### config.mk
export PLATFORM = sky130hd
export DESIGN_NAME = mem_arbiter
export DESIGN_NICKNAME = d
export VERILOG_FILES = /design/src/rtl/mem_arbiter.sv
export SDC_FILE = /design/constraint.sdc
export NUM_CORES = 1
export LEC_CHECK = 0
export ABC_AREA = 1
export CELL_PAD_IN_SITES_DETAIL_PLACEMENT = 1
export CELL_PAD_IN_SITES_GLOBAL_PLACEMENT = 1
export CORE_MARGIN = 2
export CORE_UTILIZATION = 28
export DETAILED_ROUTE_END_ITERATION = 7
export PLACE_DENSITY = 0.87
export SETUP_SLACK_MARGIN = 0.02
export SYNTH_ARGS = -nofsm -noshare
export SYNTH_HDL_FRONTEND = slang
export SYNTH_SLANG_ARGS = --single-unit
### constraint.sdc
create_clock -name clk -period 2.2 [get_ports clk]
set_clock_uncertainty 0.1 [all_clocks]
set_input_delay 0.44 -clock clk [delete_from_list [all_inputs] [get_ports clk]]
set_output_delay 0.44 -clock clk [all_outputs]
set_load 0.005 [all_outputs]
### src/rtl/mem_arbiter.sv
// mem_arbiter: round-robin arbiter that serialises the instruction-fetch port
// and the load/store port onto one shared valid/ready memory bus. It keeps one
// transaction outstanding, times out a silent bus and raises a sticky error.
module mem_arbiter #(
    parameter int ADDR_W  = 32,
    parameter int DATA_W  = 32,
    parameter int MASK_W  = 8,
    parameter int TIMEOUT = 255,
    parameter int CNT_W   = 8
) (
    input  logic              clk,
    input  logic              rst,
    // instruction fetch port
    input  logic              if_req_valid,
    output logic              if_req_ready,
    input  logic [ADDR_W-1:0] if_addr,
    output logic              if_resp_valid,
    output logic [DATA_W-1:0] if_rdata,
    // load/store port
    input  logic              ls_req_valid,
    output logic              ls_req_ready,
    input  logic [ADDR_W-1:0] ls_addr,
    input  logic [DATA_W-1:0] ls_wdata,
    input  logic [MASK_W-1:0] ls_mask,
    input  logic              ls_wen,
    output logic              ls_resp_valid,
    output logic [DATA_W-1:0] ls_rdata,
    // shared memory bus
    output logic              mem_req_valid,
    input  logic              mem_req_ready,
    output logic [ADDR_W-1:0] mem_addr,
    output logic [DATA_W-1:0] mem_wdata,
    output logic [MASK_W-1:0] mem_mask,
    output logic              mem_wen,
    input  logic              mem_resp_valid,
    input  logic [DATA_W-1:0] mem_rdata,
    // sticky timeout flag
    output logic              err
);

    typedef enum logic [1:0] {
        ST_IDLE = 2'd0,
        ST_REQ  = 2'd1,
        ST_WAIT = 2'd2
    } state_t;

    // Owner / grant encoding: 0 = fetch, 1 = load/store.
    localparam logic OWN_IF = 1'b0;
    localparam logic OWN_LS = 1'b1;

    // Last counter value seen in WAIT before the abort fires.
    localparam logic [CNT_W-1:0] CNT_LAST = CNT_W'(TIMEOUT - 1);

    state_t             state_r;
    state_t             state_nxt_s;
    logic               owner_r;
    logic               last_grant_r;
    logic [CNT_W-1:0]   cnt_r;

    logic               grant_ls_s;
    logic               if_ready_s;
    logic               ls_ready_s;
    logic               accept_s;
    logic               resp_done_s;
    logic               timeout_s;

    logic [ADDR_W-1:0]  mem_addr_r;
    logic [DATA_W-1:0]  mem_wdata_r;
    logic [MASK_W-1:0]  mem_mask_r;
    logic               mem_wen_r;
    logic               if_resp_valid_r;
    logic               ls_resp_valid_r;
    logic [DATA_W-1:0]  if_rdata_r;
    logic [DATA_W-1:0]  ls_rdata_r;
    logic               err_r;

    // Round-robin grant: only offered in IDLE, a tie goes to the port not served last.
    always_comb begin
        grant_ls_s = 1'b0;
        if_ready_s = 1'b0;
        ls_ready_s = 1'b0;
        if (state_r == ST_IDLE) begin
            if (if_req_valid && ls_req_valid) begin
                grant_ls_s = (last_grant_r == OWN_IF);
            end else begin
                grant_ls_s = ls_req_valid;
            end
            ls_ready_s = ls_req_valid && grant_ls_s;
            if_ready_s = if_req_valid && !grant_ls_s;
        end else begin
            grant_ls_s = 1'b0;
            if_ready_s = 1'b0;
            ls_ready_s = 1'b0;
        end
    end

    assign accept_s    = if_ready_s | ls_ready_s;
    assign resp_done_s = (state_r == ST_WAIT) && mem_resp_valid;
    // A response in the same cycle as the deadline takes precedence.
    assign timeout_s   = (state_r == ST_WAIT) && !mem_resp_valid && (cnt_r == CNT_LAST);

    // Next-state logic for the IDLE -> REQ -> WAIT transaction sequence.
    always_comb begin
        state_nxt_s = state_r;
        case (state_r)
            ST_IDLE: begin
                if (accept_s) begin
                    state_nxt_s = ST_REQ;
                end else begin
                    state_nxt_s = ST_IDLE;
                end
            end
            ST_REQ: begin
                if (mem_req_ready) begin
                    state_nxt_s = ST_WAIT;
                end else begin
                    state_nxt_s = ST_REQ;
                end
            end
            ST_WAIT: begin
                if (resp_done_s || timeout_s) begin
                    state_nxt_s = ST_IDLE;
                end else begin
                    state_nxt_s = ST_WAIT;
                end
            end
            default: begin
                state_nxt_s = ST_IDLE;
            end
        endcase
    end

    // State register; reset aborts any transaction in flight.
    always_ff @(posedge clk) begin
        if (rst) begin
            state_r <= ST_IDLE;
        end else begin
            state_r <= state_nxt_s;
        end
    end

    // Request payload capture, timeout counter, response pulses and sticky error.
    always_ff @(posedge clk) begin
        if (rst) begin
            owner_r         <= OWN_IF;
            last_grant_r    <= OWN_LS;
            cnt_r           <= {CNT_W{1'b0}};
            mem_addr_r      <= {ADDR_W{1'b0}};
            mem_wdata_r     <= {DATA_W{1'b0}};
            mem_mask_r      <= {MASK_W{1'b0}};
            mem_wen_r       <= 1'b0;
            if_resp_valid_r <= 1'b0;
            ls_resp_valid_r <= 1'b0;
            if_rdata_r      <= {DATA_W{1'b0}};
            ls_rdata_r      <= {DATA_W{1'b0}};
            err_r           <= 1'b0;
        end else begin
            if_resp_valid_r <= 1'b0;
            ls_resp_valid_r <= 1'b0;

            if (accept_s) begin
                owner_r      <= grant_ls_s;
                last_grant_r <= grant_ls_s;
                if (grant_ls_s) begin
                    mem_addr_r  <= ls_addr;
                    mem_wdata_r <= ls_wdata;
                    mem_mask_r  <= ls_mask;
                    mem_wen_r   <= ls_wen;
                end else begin
                    // Fetches are always plain reads.
                    mem_addr_r  <= if_addr;
                    mem_wdata_r <= {DATA_W{1'b0}};
                    mem_mask_r  <= {MASK_W{1'b0}};
                    mem_wen_r   <= 1'b0;
                end
            end

            if ((state_r == ST_REQ) && mem_req_ready) begin
                cnt_r <= {CNT_W{1'b0}};
            end else if (state_r == ST_WAIT) begin
                cnt_r <= cnt_r + CNT_W'(1);
            end else begin
                cnt_r <= cnt_r;
            end

            if (resp_done_s || timeout_s) begin
                if (owner_r == OWN_LS) begin
                    ls_resp_valid_r <= 1'b1;
                    // Stores and aborted transfers return zero data.
                    if (resp_done_s && !mem_wen_r) begin
                        ls_rdata_r <= mem_rdata;
                    end else begin
                        ls_rdata_r <= {DATA_W{1'b0}};
                    end
                end else begin
                    if_resp_valid_r <= 1'b1;
                    if (resp_done_s) begin
                        if_rdata_r <= mem_rdata;
                    end else begin
                        if_rdata_r <= {DATA_W{1'b0}};
                    end
                end
            end

            if (timeout_s) begin
                err_r <= 1'b1;
            end
        end
    end

    assign if_req_ready  = if_ready_s;
    assign ls_req_ready  = ls_ready_s;
    assign mem_req_valid = (state_r == ST_REQ);
    assign mem_addr      = mem_addr_r;
    assign mem_wdata     = mem_wdata_r;
    assign mem_mask      = mem_mask_r;
    assign mem_wen       = mem_wen_r;
    assign if_resp_valid = if_resp_valid_r;
    assign ls_resp_valid = ls_resp_valid_r;
    assign if_rdata      = if_rdata_r;
    assign ls_rdata      = ls_rdata_r;
    assign err           = err_r;

endmodule
## After elaboration in Yosys (flattened, before gate mapping)

Cells that the tools add are included.

- $add $sub $neg: 1
- Eq/ne operators: 3
- Multiplexer cells: 17
- Bitwise gates (word level): 4
- Reductions and logical operators: 17

Operators with widths:

| kind | count |
|---|---|
| $mux 32 | 4 |
| $mux 1 | 9 |
| $add 8x1->8 const B | 1 |
| $eq 8x8->1 const B | 1 |
| $logic_and 1x1->1 | 8 |
| $mux 8 | 1 |
| $pmux 2 s3 | 1 |
| $mux 2 | 2 |
| $reduce_and 2->1 | 2 |
| $reduce_or 2->1 | 2 |
| $logic_not 1->1 | 3 |
| $not 1->1 | 3 |
| $eq 2x1->1 const B | 1 |
| $eq 2x2->1 const B | 1 |
| $logic_not 2->1 | 1 |
| $logic_or 1x1->1 | 1 |
| $or 1x1->1 | 1 |

- Flip-flop bits (word level): 152
- Bits of input ports: 143
- Output and inout port bits: 143
- Logic and storage cells: 55

## Logic depth before layout (Yosys ltp)

- Depth in word-level cells: 9
- Depth in mapped cells: 11
- Depth with buffers taken out: 9

## Worst setup path before layout

OpenSTA, ideal clock, no wires.

- Path type: reg2reg
- Start point: register cnt_r[0]
- End point: register ls_rdata_r[10], in the netlist ls_rdata[10]
- Library setup time: 0.115 ns
- Arrival: 1.309 ns
- Slack: 0.676 ns
- Stages on the path, launching flop included: 12
- Buffers on the path: 2
- Clock period less this slack: 1.524 ns
- Path through: dfxtp_1 -> inv_1 -> ha_1 -> nand2_1 -> nor2_1 -> nand3_1 -> nand2_1 -> buf_6 -> buf_4 -> nand3_1 -> nand2_1 -> nor2_1

- Word-level cells in the longest chain between the ends: 4

Ends and longest elaborated chain:

| element | line | text |
|---|---|---|
| start: declaration | 58 | `logic [CNT_W-1:0] cnt_r;` |
| start signal: assignment | 147 | `cnt_r <= {CNT_W{1'b0}};` |
| start signal: assignment | 179 | `cnt_r <= {CNT_W{1'b0}};` |
| start signal: assignment | 181 | `cnt_r <= cnt_r + CNT_W'(1);` |
| $eq 8x8->1 | 100 | `assign timeout_s = (state_r == ST_WAIT) && !mem_resp_valid && (cnt_r == CNT_LAST);` |
| $logic_and 1x1->1 | 100 |  |
| $logic_or 1x1->1 | 186 | `if (resp_done_s \|\| timeout_s) begin` |
| $reduce_and 2->1 (no line) | -- |  |
| end signal: assignment | 155 | `ls_rdata_r <= {DATA_W{1'b0}};` |
| end signal: assignment | 191 | `ls_rdata_r <= mem_rdata;` |
| end signal: assignment | 193 | `ls_rdata_r <= {DATA_W{1'b0}};` |
| end: declaration | 74 | `logic [DATA_W-1:0] ls_rdata_r;` |

No other way between the ends.
A chain may end at the register's enable or synchronous reset.

## Worst setup path in the final report

- Start point: input if_req_valid
- End point: output if_req_ready

- Word-level cells in the longest chain between the ends: 6

Ends and longest elaborated chain:

| element | line | text |
|---|---|---|
| start: declaration | 14 | `input logic if_req_valid,` |
| $logic_and 1x1->1 | 83 | `if (if_req_valid && ls_req_valid) begin` |
| $mux 1 | 83 |  |
| $mux 1 | 82 | `if (state_r == ST_IDLE) begin` |
| $logic_not 1->1 | 89 | `if_ready_s = if_req_valid && !grant_ls_s;` |
| $logic_and 1x1->1 (*) | 89 |  |
| $mux 1 (*) | 82 |  |
| end: declaration | 15 | `output logic if_req_ready,` |

Every way passes the cells marked *; elsewhere a longest branch is shown, timed or not. The select of a mux whose other input is x is not followed.

==> reports/results.ini <==
[layout]
final_util_pct = 47.0
final_common_cell = clkdlybuf4s50_1
num_antenna_cells = 0
final_cell_mix = clkdlybuf4s50_1 (282), nand2_1 (236), dfxtp_1 (151)
drive_gt1_share_pct = 6.37
nNetsFinal = 1184
areaGrowthSynthToFinish_pct = 63.4

[pwr]
peakVddDrop_mv = 0.485
p_leak_uw = 0.00347
power_uw = 7080
power_density_mw_per_mm2 = 737

[sta]
timing.final.hold_violations = 0
rsz0062_at_grt = false
min_period_ns = 2.05
setup_viol = 0
hold_ws_ns = 0.361
max_freq_ghz = 0.488
slew_viol_final = 0
worst_pin_slew_ns = 0.920
fin_crit_sh_pct = 93.1
maxSlewHeadroom_pct = 38.7

[drt]
drt_pass1_iterations = 5
antenna_left = 0
via_per_inst = 4.75
wire_per_inst_um = 15.9
drcViolationCount = 0
drtIter0Drc = 160
num_vias = 6273
wirelength_um = 21000

[worst_setup_path]
crit_path_start_kind = primary input
slowest_delay_ns = 0.49
path_depth = 6
r2r_cells = 10
timing.rr.end = if_rdata[15]
r2r-start = cnt_r[0]
regToRegSetupSlack_ns = 0.47
arrival_ns = 1.51
cpMostUsedCell = nand2_1
critPathTopFamily = buffers and inverters
worstPathBufferInverterCount = 3
cp_max_fo = 2
crit_path_end_kind = output pin
slowest_stage = clkdlybuf4s50_1
crit_required_ns = 1.66
critical_path_class = in -> out
crit_chain = clkdlybuf4s50_1 -> nand2_1 -> nand2_1 -> nand3_1 -> inv_2 -> dlygate4sd2_1

[global_routing]
grt_pass1_wl_um = 32500
grt_start_max_net_pins = 79
grt_usage_pct = 18.6
antenna_found_initial = 1
overflow = 0
grt_pass1_vias = 6309

[clock_tree]
clk_latency_ns = 0.42
htree_levels = 4
cts_tree = yes
numCtsBuffers = 17
clock_sinks = 152
cts-root-buf = clkbuf_16
clockBufferDepth = 2
clk_pin_slew_worst_paths_ns = 0.06
post-cts-setup-buffers = 0

[worst_hold_path]
hold_end = mem_wdata[31]
hold_depth = 2
hold_path.class = reg -> reg
worstHoldStart = mem_wdata[31]

[floorplanning]
dieArea_mm2 = 0.0222
io_pins = 286
die_w_um = 149
num_rows = 52
die_y_um = 149
core_mm2 = 0.0204
start_util_pct = 28.8

[flow_run]
drv_cap = 0

[yosys]
yosys-top-cells-area = dfxtp_1 (52%), nand2_1 (15%), a21oi_1 (9.8%)
ys_seq_area_share_pct = 51.8
avgSynthCellArea_um2 = 7.60
ys_seq_elements = 152
yosys.area.top_type = dfxtp_1
synth.cell_area_mm2 = 0.00588
yosysWarnings = 0
syn_inst = 773
synth_nets = 918
synth_cell_types = 25
netlist.area_leader.share_pct = 51.8

[placed_design]
numPortBuffers = 285
dp_hpwl_um = 15000
gp_congestion = 0.748

[status]
status = finished, final reports clean

metrics by stage:
| stage | area, um2 | setup TNS, ns | instances | worst slack, ns |
|---|---|---|---|---|
| floorplan | 5880 | 0 | 773 | 0.676 |
| finish | 9600 | 0 | 1322 | 0.152 |
| detailed placement | 9010 | -0.167 | 1290 | -0.118 |
| CTS | 9600 | 0 | 1322 | 0.117 |
| global route | 9600 | 0 | 1322 | 0.0517 |
| global placement | 9010 | -0.115 | 1290 | -0.0962 |
metal layers:
layer / vias up / global-route usage [%] / part of all wire (%)
met4: 0 / 6.43 / 1.8
met5: - / 0 / 0
li1: 3070 / - / -
met1: 2962 / 21.5 / 42
met2: 218 / 31.6 / 47
met3: 23 / 7.03 / 8.8
state kept, by name (all words and copies together) (netlist names), 2 cells and up:
register and flops:
if_rdata 32, ls_rdata 32, mem_addr 32, mem_wdata 32, cnt_r 8, mem_mask 8
state_r 2
Yosys cell counts:
master / count
nor3b_1: 1
buf_4: 15
o221ai_1: 32
a21oi_1: 115
ha_1: 2
nand3_1: 38
inv_4: 1
buf_1: 6
buf_6: 1
nand2_2: 2
nand2_1: 237
nand4_1: 1
or2_2: 2
o21ai_0: 2
nor2_2: 1
clkbuf_1: 21
buf_2: 13
inv_1: 14
nor3_1: 3
o21a_1: 1
nor2_1: 106
nor2_4: 2
dfxtp_1: 152
nand3_2: 1
inv_2: 4
area by class of cell:
cell class	count	area, um2
Multi-Input combinational cell	546	2470
Fill cell	2463	10800
Inverter	19	73.8
Sequential cell	152	3040
Clock buffer	18	429
Tap cell	270	338
Clock inverter	14	160
Timing Repair Buffer	303	3080
what timing repair did:
| action | 4_1_cts | 5_1_grt |
|---|---|---|
| setup endpoints to repair | 2 | 0 |
| resized for setup | 3 | 0 |
| hold buffers | 0 | 0 |
worst max-delay path by stage:
stage,to,from,slack [ns]
after floorplan,ls_req_ready,state_r[1],0.68
after global placement,if_req_ready,if_req_valid,-0.1
after detailed placement,if_req_ready,if_req_valid,-0.12
after CTS,mem_req_valid,state_r[0],0.12
after global routing,mem_req_valid,state_r[0],0.05
final,if_req_ready,if_req_valid,0.15
kinds of logic after synthesis:
group                      Yosys count  synth area share [%]
AOI/OAI and AO/OA                  150                  14.9
adders and majority gates            2                 0.426
buffers and inverters               75                  6.20
DFF                                152                  51.8
and+or+nand+nor                    394                  26.7
worst reg2reg max path, stage by stage, from the launching register on:
cell and delay (ns):
dfxtp_1 0.32, inv_1 0.11, ha_1 0.16, nand2_1 0.05, nor2_1 0.10, nand3_1 0.11
nand2_2 0.17, nand2_1 0.11, buf_12 0.19, nand2_1 0.09, a21oi_1 0.07
report_power, final:
part	internal, uW	switching (uW)
sequential	2900	79.2
combinational	618	512
clock	1700	1270
total	5220	1860
(Power assumes the default switching activity.)
